<file path="config.mk">
export PLATFORM = sky130hd
export DESIGN_NAME = cpr_seq_acc_flat
export DESIGN_NICKNAME = d
export VERILOG_FILES = /design/src/rtl/cpr_seq_acc_if.sv /design/src/rtl/cpr_seq_acc.sv /design/src/flat_wrapper.sv
export SDC_FILE = /design/constraint.sdc
export NUM_CORES = 1
export LEC_CHECK = 0
export CORE_ASPECT_RATIO = 1.25
export CORE_MARGIN = 3
export CORE_UTILIZATION = 55
export DETAILED_ROUTE_END_ITERATION = 8
export PLACE_DENSITY_LB_ADDON = 0.25
export SLEW_MARGIN = 0
export SYNTH_ARGS = -nofsm -noshare
export SYNTH_HDL_FRONTEND = slang
export SYNTH_HIERARCHICAL = 1
export SYNTH_SLANG_ARGS = --single-unit
</file>
<file path="constraint.sdc">
create_clock -name clk_i -period 4.45 [get_ports clk_i]
set_clock_uncertainty 0.2 [all_clocks]
set_input_delay 0.445 -clock clk_i [delete_from_list [all_inputs] [get_ports clk_i]]
set_output_delay 0.445 -clock clk_i [all_outputs]
set_load 0.05 [all_outputs]
</file>
<file path="src/rtl/cpr_seq_acc_if.sv">
// rtl/cpr_seq_acc_if.sv - operand-beat input stream and resolved-sum output stream of cpr_seq_acc
interface cpr_seq_acc_if #(
    parameter int width = 16,
    parameter int lanes = 2,
    parameter int gbits = 4
);
    logic                     in_valid_i;
    logic                     in_ready_o;
    logic [lanes*width-1:0]   in_data_i;
    logic                     in_last_i;
    logic                     out_valid_o;
    logic                     out_ready_i;
    logic [width+gbits-1:0]   out_sum_o;
    logic                     out_ovf_o;

    modport master (
        output in_valid_i, in_data_i, in_last_i, out_ready_i,
        input  in_ready_o, out_valid_o, out_sum_o, out_ovf_o
    );

    modport slave (
        input  in_valid_i, in_data_i, in_last_i, out_ready_i,
        output in_ready_o, out_valid_o, out_sum_o, out_ovf_o
    );
endinterface

</file>
<file path="src/rtl/cpr_seq_acc.sv">
// rtl/cpr_seq_acc.sv - carry-save multi-operand accumulator; overflow reporting under CPR_SEQ_ACC_OVF_EN
// Each column uses one (m,2) compressor; carries leave a column only through cout_o/carry_o.
module cpr_seq_acc_cmp #(
    parameter int m     = 4,
    parameter int speed = 1
) (
    input  logic [m-1:0] x_i,
    input  logic [m-4:0] cin_i,
    output logic [m-4:0] cout_o,
    output logic         sum_o,
    output logic         carry_o
);
    logic [m-3:0] fc;

    function automatic logic maj3(input logic a, input logic b, input logic c);
        return (a & b) | (a & c) | (b & c);
    endfunction

    generate
        if (speed == 0) begin : g_lin
            logic [m-3:0] acc;
            assign acc[0] = ^x_i[2:0];
            assign fc[0]  = maj3(x_i[0], x_i[1], x_i[2]);
            for (genvar i = 1; i <= m-3; i++) begin : g_fa
                assign acc[i] = acc[i-1] ^ x_i[i+2] ^ cin_i[i-1];
                assign fc[i]  = maj3(acc[i-1], x_i[i+2], cin_i[i-1]);
            end
            assign sum_o = acc[m-3];
        end else begin : g_tree
            // Bits are consumed in FIFO order, so operand pairs reduce in parallel
            // before the running sums meet; adder i only ever sees cin_i[i-1].
            logic [2*m-3:0] pool;
            assign pool[m-1:0] = x_i;
            assign pool[m]     = ^x_i[2:0];
            assign fc[0]       = maj3(x_i[0], x_i[1], x_i[2]);
            for (genvar i = 1; i <= m-3; i++) begin : g_fa
                assign pool[m+i] = pool[2*i+1] ^ pool[2*i+2] ^ cin_i[i-1];
                assign fc[i]     = maj3(pool[2*i+1], pool[2*i+2], cin_i[i-1]);
            end
            assign sum_o = pool[2*m-3];
        end
    endgenerate

    assign cout_o  = fc[m-4:0];
    assign carry_o = fc[m-3];
endmodule

module cpr_seq_acc #(
    parameter int width = 16,
    parameter int lanes = 2,
    parameter int gbits = 4,
    parameter int speed = 1
) (
    input  logic         clk_i,
    input  logic         rst_ni,
    cpr_seq_acc_if.slave bus
);
    localparam int owidth = width + gbits;
    localparam int m      = lanes + 2;
`ifdef CPR_SEQ_ACC_OVF_EN
    localparam int ncar   = owidth;
`else
    localparam int ncar   = owidth - 1;
`endif

    typedef enum logic [1:0] {ST_ACC, ST_RES, ST_OUT} state_e;

    state_e              state_q;
    logic                in_ready_q;
    logic                out_valid_q;
    logic [owidth-1:0]   s_q, c_q, sum_q;
    logic [owidth-1:0]   s_d, c_d;
    logic [owidth-1:0]   col_sum;
    logic [ncar-1:0]     col_carry;
    logic [m-4:0]        col_cout [ncar];
    logic                in_hs;

    assign in_hs = bus.in_valid_i & in_ready_q;

    generate
        for (genvar j = 0; j < owidth; j++) begin : g_col
            logic [lanes-1:0] opb;
            logic [m-4:0]     cin;
            for (genvar k = 0; k < lanes; k++) begin : g_op
                if (j < width) begin : g_bit
                    assign opb[k] = bus.in_data_i[k*width+j];
                end else begin : g_ext
                    assign opb[k] = 1'b0;
                end
            end
            if (j == 0) begin : g_cin0
                assign cin = '0;
            end else begin : g_cinj
                assign cin = col_cout[j-1];
            end
            if (j < ncar) begin : g_cmp
                cpr_seq_acc_cmp #(.m(m), .speed(speed)) u_cmp (
                    .x_i     ({c_q[j], s_q[j], opb}),
                    .cin_i   (cin),
                    .cout_o  (col_cout[j]),
                    .sum_o   (col_sum[j]),
                    .carry_o (col_carry[j])
                );
            end else begin : g_par
                // Without overflow capture the top column only needs its parity.
                assign col_sum[j] = ^{c_q[j], s_q[j], opb, cin};
            end
        end
    endgenerate

    assign s_d = col_sum;
    assign c_d = {col_carry[owidth-2:0], 1'b0};

`ifdef CPR_SEQ_ACC_OVF_EN
    logic              drop;
    logic              sticky_q;
    logic              ovf_q;
    logic [owidth:0]   res;
    assign drop = col_carry[owidth-1] | (|col_cout[owidth-1]);
    assign res  = {1'b0, s_q} + {1'b0, c_q};
`else
    logic [owidth-1:0] res;
    assign res  = s_q + c_q;
`endif

    always_ff @(posedge clk_i or negedge rst_ni) begin
        if (!rst_ni) begin
            state_q     <= ST_ACC;
            in_ready_q  <= 1'b1;
            out_valid_q <= 1'b0;
            s_q         <= '0;
            c_q         <= '0;
            sum_q       <= '0;
`ifdef CPR_SEQ_ACC_OVF_EN
            sticky_q    <= 1'b0;
            ovf_q       <= 1'b0;
`endif
        end else begin
            case (state_q)
                ST_ACC: begin
                    if (in_hs) begin
                        s_q <= s_d;
                        c_q <= c_d;
`ifdef CPR_SEQ_ACC_OVF_EN
                        sticky_q <= sticky_q | drop;
`endif
                        if (bus.in_last_i) begin
                            state_q    <= ST_RES;
                            in_ready_q <= 1'b0;
                        end
                    end
                end
                ST_RES: begin
                    sum_q <= res[owidth-1:0];
`ifdef CPR_SEQ_ACC_OVF_EN
                    ovf_q    <= sticky_q | res[owidth];
                    sticky_q <= 1'b0;
`endif
                    s_q         <= '0;
                    c_q         <= '0;
                    state_q     <= ST_OUT;
                    out_valid_q <= 1'b1;
                end
                ST_OUT: begin
                    if (bus.out_ready_i) begin
                        state_q     <= ST_ACC;
                        out_valid_q <= 1'b0;
                        in_ready_q  <= 1'b1;
                    end
                end
                default: begin
                    state_q     <= ST_ACC;
                    in_ready_q  <= 1'b1;
                    out_valid_q <= 1'b0;
                end
            endcase
        end
    end

    assign bus.in_ready_o  = in_ready_q;
    assign bus.out_valid_o = out_valid_q;
    assign bus.out_sum_o   = sum_q;
`ifdef CPR_SEQ_ACC_OVF_EN
    assign bus.out_ovf_o   = ovf_q;
`else
    assign bus.out_ovf_o   = 1'b0;
`endif
endmodule

</file>
<file path="src/flat_wrapper.sv">
// flat-port wrapper written by rule: the top's interface ports become plain ports
module cpr_seq_acc_flat 
#(
    parameter int width = 16,
    parameter int lanes = 2,
    parameter int gbits = 4,
    parameter int speed = 1
)
  (clk_i, rst_ni, bus_in_valid_i, bus_in_data_i, bus_in_last_i, bus_out_ready_i, bus_in_ready_o, bus_out_valid_o, bus_out_sum_o, bus_out_ovf_o);
  cpr_seq_acc_if #(.width(width), .lanes(lanes), .gbits(gbits)) bus_i ();
  input  logic clk_i;
  input  logic rst_ni;
  input wire logic [$bits(bus_i.in_valid_i)-1:0] bus_in_valid_i;
  input wire logic [$bits(bus_i.in_data_i)-1:0] bus_in_data_i;
  input wire logic [$bits(bus_i.in_last_i)-1:0] bus_in_last_i;
  input wire logic [$bits(bus_i.out_ready_i)-1:0] bus_out_ready_i;
  output wire logic [$bits(bus_i.in_ready_o)-1:0] bus_in_ready_o;
  output wire logic [$bits(bus_i.out_valid_o)-1:0] bus_out_valid_o;
  output wire logic [$bits(bus_i.out_sum_o)-1:0] bus_out_sum_o;
  output wire logic [$bits(bus_i.out_ovf_o)-1:0] bus_out_ovf_o;
  assign bus_i.in_valid_i = bus_in_valid_i;
  assign bus_i.in_data_i = bus_in_data_i;
  assign bus_i.in_last_i = bus_in_last_i;
  assign bus_i.out_ready_i = bus_out_ready_i;
  assign bus_in_ready_o = bus_i.in_ready_o;
  assign bus_out_valid_o = bus_i.out_valid_o;
  assign bus_out_sum_o = bus_i.out_sum_o;
  assign bus_out_ovf_o = bus_i.out_ovf_o;
  cpr_seq_acc #(.width(width), .lanes(lanes), .gbits(gbits), .speed(speed)) u_core (.clk_i(clk_i), .rst_ni(rst_ni), .bus(bus_i));
endmodule
</file>
==> results of run 1 <==
## worst register-to-register path, stage by stage, from the launching register on
cell      delay [ps]
dfrtp_1          390
ha_1             200
inv_1             70
fa_1             410
nor2b_1          210
o31ai_2          120
a21o_1           220
a211oi_1         300
or3_1            160
nand3_1           60
## cell families (layout without fill, tap and decap cells)
logic type / Yosys count / in the layout
buffers and inverters: 176 / 238
AO/OA/AOI/OAI: 112 / 112
AND/OR/NAND/NOR: 71 / 71
flip-flops: 63 / 63
adder cells (fa/ha/maj): 57 / 57
XOR/XNOR: 11 / 11
other: 1 / 9
multiplexers: 1 / 1
## power by group through the flow
stage / sequential, mW / clock [mW] / combinational, mW
2_1_floorplan: 1.27 / 0 / 1.39
3_3_place_gp: 1.02 / 0 / 2.11
3_5_place_dp: 1.03 / 0 / 2.18
4_1_cts: 1.03 / 0.455 / 2.20
5_1_grt: 1.06 / 0.485 / 2.45
6_report: 1.02 / 0.447 / 2.19
## path summary, 6_finish.rpt
| kind | slack [ps] | to | startpoint | depth (start not counted) |
|---|---|---|---|---|
| setup / recovery | 1990 | u_core/bus.out_sum_o[17] | u_core/s_q[1] | 9 |
| hold / removal | 20 | u_core/bus.out_valid_o | rst_ni | 1 |
| setup reg to reg | 1990 | u_core/bus.out_sum_o[17] | u_core/s_q[1] | 9 |
| hold reg to reg | 280 | u_core/bus.out_sum_o[1] | u_core/bus.out_sum_o[1] | 2 |
| max in group asynchronous | 3190 | u_core/s_q[9] | rst_ni | 2 |
| min in group clk_i | 280 | u_core/bus.out_sum_o[1] | u_core/bus.out_sum_o[1] | 2 |
## metrics by stage
step | area, um2 | std cells | utilization [%]
5_1_grt | 5430 | 657 | 68.5
3_3_place_gp | 5260 | 641 | 66.3
6_report | 5430 | 657 | 68.5
3_5_place_dp | 5260 | 641 | 66.3
2_1_floorplan | 4600 | 500 | -
4_1_cts | 5430 | 657 | 68.5
## cell usage after synthesis, drive strengths merged (2+ instances only)
cell type / n / share of area (%)
inv: 160 / 13
dfrtp: 62 / 34
a22o: 39 / 7.5
fa: 39 / 17
nand2: 32 / 2.6
o21ai: 21 / 2.3
a21oi: 18 / 2.1
ha: 18 / 4.9
buf: 8 / 1.0
clkbuf: 8 / 0.66
xnor2: 7 / 1.3
a21o: 6 / 0.98
nor2: 6 / 0.49
nor3: 6 / 0.66
a211oi: 5 / 1.1
nand3: 5 / 0.55
and3: 4 / 0.68
nor3b: 4 / 0.66
o21a: 4 / 0.66
o31ai: 4 / 0.77
xor2: 4 / 0.77
nor2b: 3 / 0.41
a211o: 2 / 0.38
a21boi: 2 / 0.33
a31oi: 2 / 0.27
nand2b: 2 / 0.27
nand3b: 2 / 0.33
nor4b: 2 / 0.52
o211ai: 2 / 0.55
o21bai: 2 / 0.41
## flip-flops by register name, summed over array words and instances, names as in the netlist
signal,flops
u_core/bus.in_ready_o,1
u_core/bus.out_sum_o,20
u_core/bus.out_valid_o,1
u_core/c_q,19
u_core/s_q,20
u_core/state_q,2
## routing by layer
metal | vias up | track usage, % | wire [um] | part of all wire, %
met4 | 0 | 5.92 | 125 | 1.4
li1 | 1656 | - | - | -
met3 | 9 | 4.27 | 338 | 3.9
met1 | 1677 | 25.5 | 3720 | 43
met2 | 69 | 35.6 | 4550 | 52
met5 | - | 0 | 0 | 0
## cell usage in the layout, fill, tap and decap left out, drive strengths merged, types with 2 or more instances in the layout
cell type,count
clkbuf,13
and3,4
a21oi,18
conb,9
nand2b,2
nand3,5
buf,5
dfrtp,62
o21a,4
xnor2,7
nor3,6
a211oi,5
nand2,32
o21bai,2
nand3b,2
a211o,2
nor4b,2
a22o,39
ha,18
nor3b,4
a21o,6
nor2,6
o31ai,4
o21ai,21
a31oi,2
clkinv,2
inv,160
fa,39
o211ai,2
a21boi,2
clkdlybuf4s50,57
xor2,4
nor2b,3
## cell type report
cell class	instances	share of cell area (%)
Multi-Input combinational cell	261	43.3
Sequential cell	63	29.0
Timing Repair Buffer	62	11.1
Inverter	160	11.1
Clock buffer	13	2.93
Tap cell	95	2.19
Clock inverter	3	0.323
==> metrics.md, run 1 <==
| Metric | Value |
|---|---|
| Status | completed |
| P_int | 1.95 mW |
| Clock Tree Buf Depth | 2 |
| DPL Wire Length | between 6 and 7 mm |
| Max-cap violations | 0 |
| Final worst slack | 1990 ps |
| Netlist Area Pre-Place | approximately 4600 um2 |
| CP max-delay cell | fa_1 |
| Final GP Congestion | ~0.9 |
| Postcts setup bufs | 0 |
| Worst path cell trace | ha_1 > inv_1 > fa_1 > nor2b_1 > o31ai_2 > a21o_1 > a211oi_1 > or3_1 > nand3_1 |
| Fraction of registers with async set/reset | 100% |
| Lkg Pwr | around 2.9 nW |
| Max VDD drop | about 470 uV |
| Crit end category | flip-flop |
| Post-Synth Simple-Gate Area | between 7 and 8% |
| Maximum fanout along the worst path | 3 |
| Clock root buffer | clkbuf_8 |
| Pre-CTS setup slack | approximately 1900 ps |
| Area of the multi-input gates | around 2400 um2 |
| Relative slew margins | approximately two fifths |
| Detailed-route DRC error count | 0 |
| Final setup vio count | 0 |
| Fin Setup TNS | 0 ps |
| Clock power share | between 10% and 20% |
| Worst Setup Start Kind | flip-flop |
| Yosys Warn Count | 6 |
| Register area | 1580 um2 |
| Die width | between 80 and 90 um |
| Hold Slack | 15.1 ps |
| # hold bufs at CTS | 0 |
| CTS resizes | 0 |
| IO Pins | 60 |
| PortBufs | 58 |
| Pwr dens | 674 nW/um2 |
| Tot Pwr | 3.66 mW |
| Clock slew at reported path FFs | ~70 ps |
| Cells after synthesis | 492 |
| Pin count of the biggest net entering global routing | between 40 and 50 |
| Routed len/inst | 13.3 um |
| CP delay by family, top | compound AO/OA/AOI/OAI gates |
| Congestion Overflow GR | 0 |
| Worst slew pin tran | about 900 ps |
| Layout Nets | 651 |
| H-tree depth | 3 |
| Slew Limit Fails | 0 |
| Initial DRC count | 119 |
| Layout area overhead | 18.8% |
| Clock sink count | 63 |
| CTS tree | done |
| Post-layout min period | about 2500 ps |
| Sum of buffers and inverters on the critical path | 1 |
| Switching portion of total power | a little under half |
| Post-DR vias/cell | around 5.2 |
| First-pass GRT wire length | approximately 15 mm |
| Main combinational cell family by area after synthesis | adder cells |
| Fraction of layout cells with a size suffix above 1 | between 5 and 6% |
| Crit path DAT | 2480 ps |
| Die area | ~9500 um2 |
| Post-synthesis xor/xnor area fraction | 2.11% |
| Starting Density | 57.7% |
| Initial antenna violation count | 0 |
| Sequential element share of the synthesized area | 34.5% |
| Clock latency on the worst-skew pair | 340 ps |
| Critical path class | reg -> reg |
| Antenna viol nets, final | 0 |
| Avg Inst Size Synth | approximately 9.3 um2 |
| GRT Util Overall | 20.5% |
| Initial DRT Pass Iterations | 4 |
| Unique masters post-synth | between 50 and 60 |
| Post-synthesis mux area share | 0.219% |
| Register bit total from synthesis | 63 |
| Synthesized-area fraction occupied by adder cells | a little over a fifth |
| Fin crit share | 55.3% |
| Vias after detailed routing | approximately 3400 |
| EDFF count, synth | 0 |
| Height of the die | approximately 110 um |
| Endpoints failing hold | 0 |
| CP max stage delay | 410 ps |
| Critical Path RT | between 4000 and 5000 ps |
| Num rows | 36 |
| Net Switching | roughly 1.7 mW |
| Cts bufs inserted | 9 |
| Post-synth top flop | dfrtp_1 |
| Hold Crit Class | in -> async |
| Logic pwr share | 59.8% |
| Routed wire length | roughly 8.7 mm |
| Core Area | approximately 7900 um2 |
| Synth Area in Compound Gates | around 18% |
| Part of the power in registers | between 20 and 30% |
| Unrepaired setup endpoints after global routing | no |
| Highest Clock Rate | 406 MHz |
| Fill count | 636 |
| Vias in the first global route | about 3400 |
| ANT cells | 0 |
Power figures use the tool's default switching activity.
==> run 2: changes to the inputs <==
==> constraint.sdc (replaced) <==
create_clock -name clk_i -period 2.4 [get_ports clk_i]
set_clock_uncertainty 0.2 [all_clocks]
set_input_delay 0.24 -clock clk_i [delete_from_list [all_inputs] [get_ports clk_i]]
set_output_delay 0.24 -clock clk_i [all_outputs]
set_load 0.05 [all_outputs]
==> run 2 against run 1 <==
  * Die area unchanged
  * Sequential power up 84%
  * Clock-buffer cell count fell by 3
  * Combinational power grew 92%
  * Worst hold slack better by 180 ps
  * Utilization is 1.8 points higher
  * Register-to-register slack worse by 1900 ps
  * First-iteration DRC count grew 55%
  * Critical path type unchanged
  * Largest cell class unchanged
  * Highest routed layer unchanged
==> metrics.md, run 2 (synthesized netlist as in run 1, its figures left out) <==
| Metric | Value |
|---|---|
| Layout area overhead | 22.0% |
| Critical path class | reg -> reg |
| Tot Pwr | a little over 7 mW |
| Vias in the first global route | about 3600 |
| Crit end category | flip-flop |
| PortBufs | a little under 60 |
| Initial DRT Pass Iterations | 5 |
| Max VDD drop | between 800 and 900 uV |
| Fill count | 624 |
| Endpoints failing hold | 0 |
| Die width | between 80 and 90 um |
| Fin crit share | 96.1% |
| Antenna viol nets, final | 0 |
| Cts bufs inserted | 9 |
| Layout Nets | 656 |
| Final GP Congestion | just under 0.9 |
| Post-layout min period | between 2000 and 2500 ps |
| First-pass GRT wire length | roughly 16 mm |
| Maximum fanout along the worst path | 6 |
| Starting Density | 57.7% |
| Post-Route Utilization | 70.4% |
| Height of the die | ~110 um |
| Vias after detailed routing | 3486 |
| Slew Limit Fails | 0 |
| Worst Setup SP | u_core/s_q[8] |
| Initial DRC count | between 150 and 200 |
| Crit path DAT | 2330 ps |
| IO Pins | 60 |
| Hold Crit Class | in -> async |
| Congestion Overflow GR | 0 |
| Num rows | 36 |
| Pin count of the biggest net entering global routing | 43 |
| ANT cells | 0 |
| Clock root buffer | clkbuf_8 |
| Routed wire length | 8.83 mm |
| Max-cap violations | 0 |
| Worst Setup Start Kind | flip-flop |
| Routed len/inst | around 13 um |
| Clock sink count | 63 |
| Detailed-route DRC error count | 0 |
| Lkg Pwr | a little under 3 nW |
| Commonest non-fill, non-tap cells in the layout | 160 x inv_1, 62 x dfrtp_1, 57 x clkdlybuf4s50_1 |
| Pwr dens | ~1300 nW/um2 |
| Post-DR vias/cell | 5.27 |
| Final setup vio count | 0 |
| Status | completed |
| Clock latency on the worst-skew pair | roughly 340 ps |
| CTS tree | done |
| Fraction of layout cells with a size suffix above 1 | 7.58% |
| Reg2Reg Depth | 6 |
| Fin Setup TNS | 0 ps |
| Clock slew at reported path FFs | 80 ps |
| Highest Clock Rate | ~430 MHz |
| Core Area | between 7000 and 8000 um2 |
| Unrepaired setup endpoints after global routing | no |
| Most common cell after layout, fill and taps aside | inv_1 |
| Clock Tree Buf Depth | 2 |
| Die area | ~9500 um2 |
| Crit Reg-Reg Startpoint | u_core/s_q[8] |
| Worst slew pin tran | 547 ps |
| Flop2flop setup slack | roughly 94 ps |
| Critical Path RT | roughly 2400 ps |
| GRT Util Overall | 20.7% |
| Reg-to-reg endpoint | u_core/bus.out_sum_o[16] |
| DPL Wire Length | between 6 and 7 mm |
| Relative slew margins | a little under two thirds |
| H-tree depth | 3 |
| Initial antenna violation count | 0 |
[run 2: cell count changes in the layout (fill, tap and decap cells not counted), sizes merged]
cell         change
buf              +4
dlygate4sd3      +1
clkinvlp         +1
clkbuf           -3
bufinv           +2
[run 2: worst max path at each step]
stage          cells past startpoint                        to
2_1_floorplan                      9  u_core/bus.out_sum_o[17]
3_3_place_gp                       8             u_core/s_q[1]
3_5_place_dp                       8            u_core/s_q[12]
4_1_cts                            9  u_core/bus.out_sum_o[17]
5_1_grt                            7  u_core/bus.out_sum_o[14]
6_report                           6  u_core/bus.out_sum_o[16]
[run 2: timing repair]
item                       CTS  global route
setup buffers                0             0
setup endpoints to repair    0             6
resized for setup            0            10
hold buffers                 1             0
hold endpoints to repair    20             0
[run 2: worst max-delay path, cell delays in order (launching register included)]
cell and delay (ps):
dfrtp_1 410, ha_1 400, and3_2 220, a31o_1 230, a211oi_4 270, o21ai_1 170, a211o_1 280
[run 2: area by class of cell]
| type | count | area (um2) | share of cell area, % |
|---|---|---|---|
| tap | 95 | 119 | 2.13 |
| multi-input combinational | 261 | 2400 | 43.0 |
| timing repair buffer | 67 | 671 | 12.0 |
| sequential | 63 | 1580 | 28.3 |
| clock inverter | 6 | 85.1 | 1.53 |
| clock buffer | 10 | 128 | 2.29 |
| inverter | 160 | 601 | 10.8 |
[run 2: per-stage QoR]
step                setup slack [ps]  area (um2)  hold slack (ps)  instances
CTS                             43.6        5530              219        662
global route                    6.12        5580              239        662
detailed placement              46.6        5310             43.8        645
finish                          93.7        5580              200        662
global placement                89.9        5310             39.7        645
floorplan                        264        4600             -256        500
[run 2: where the power goes]
group | total [mW] | switching [mW] | internal (mW)
clock network | 1.01 | 0.425 | 0.581
logic | 4.20 | 2.46 | 1.74
registers | 1.88 | 0.359 | 1.53
total | 7.09 | 3.25 | 3.84
[run 2: metal layers]
layer  GRT usage, %  wire length (um)
met5              0                 0
met4           6.47               109
met3           3.05               367
met2           36.0              4600
met1           26.5              3750
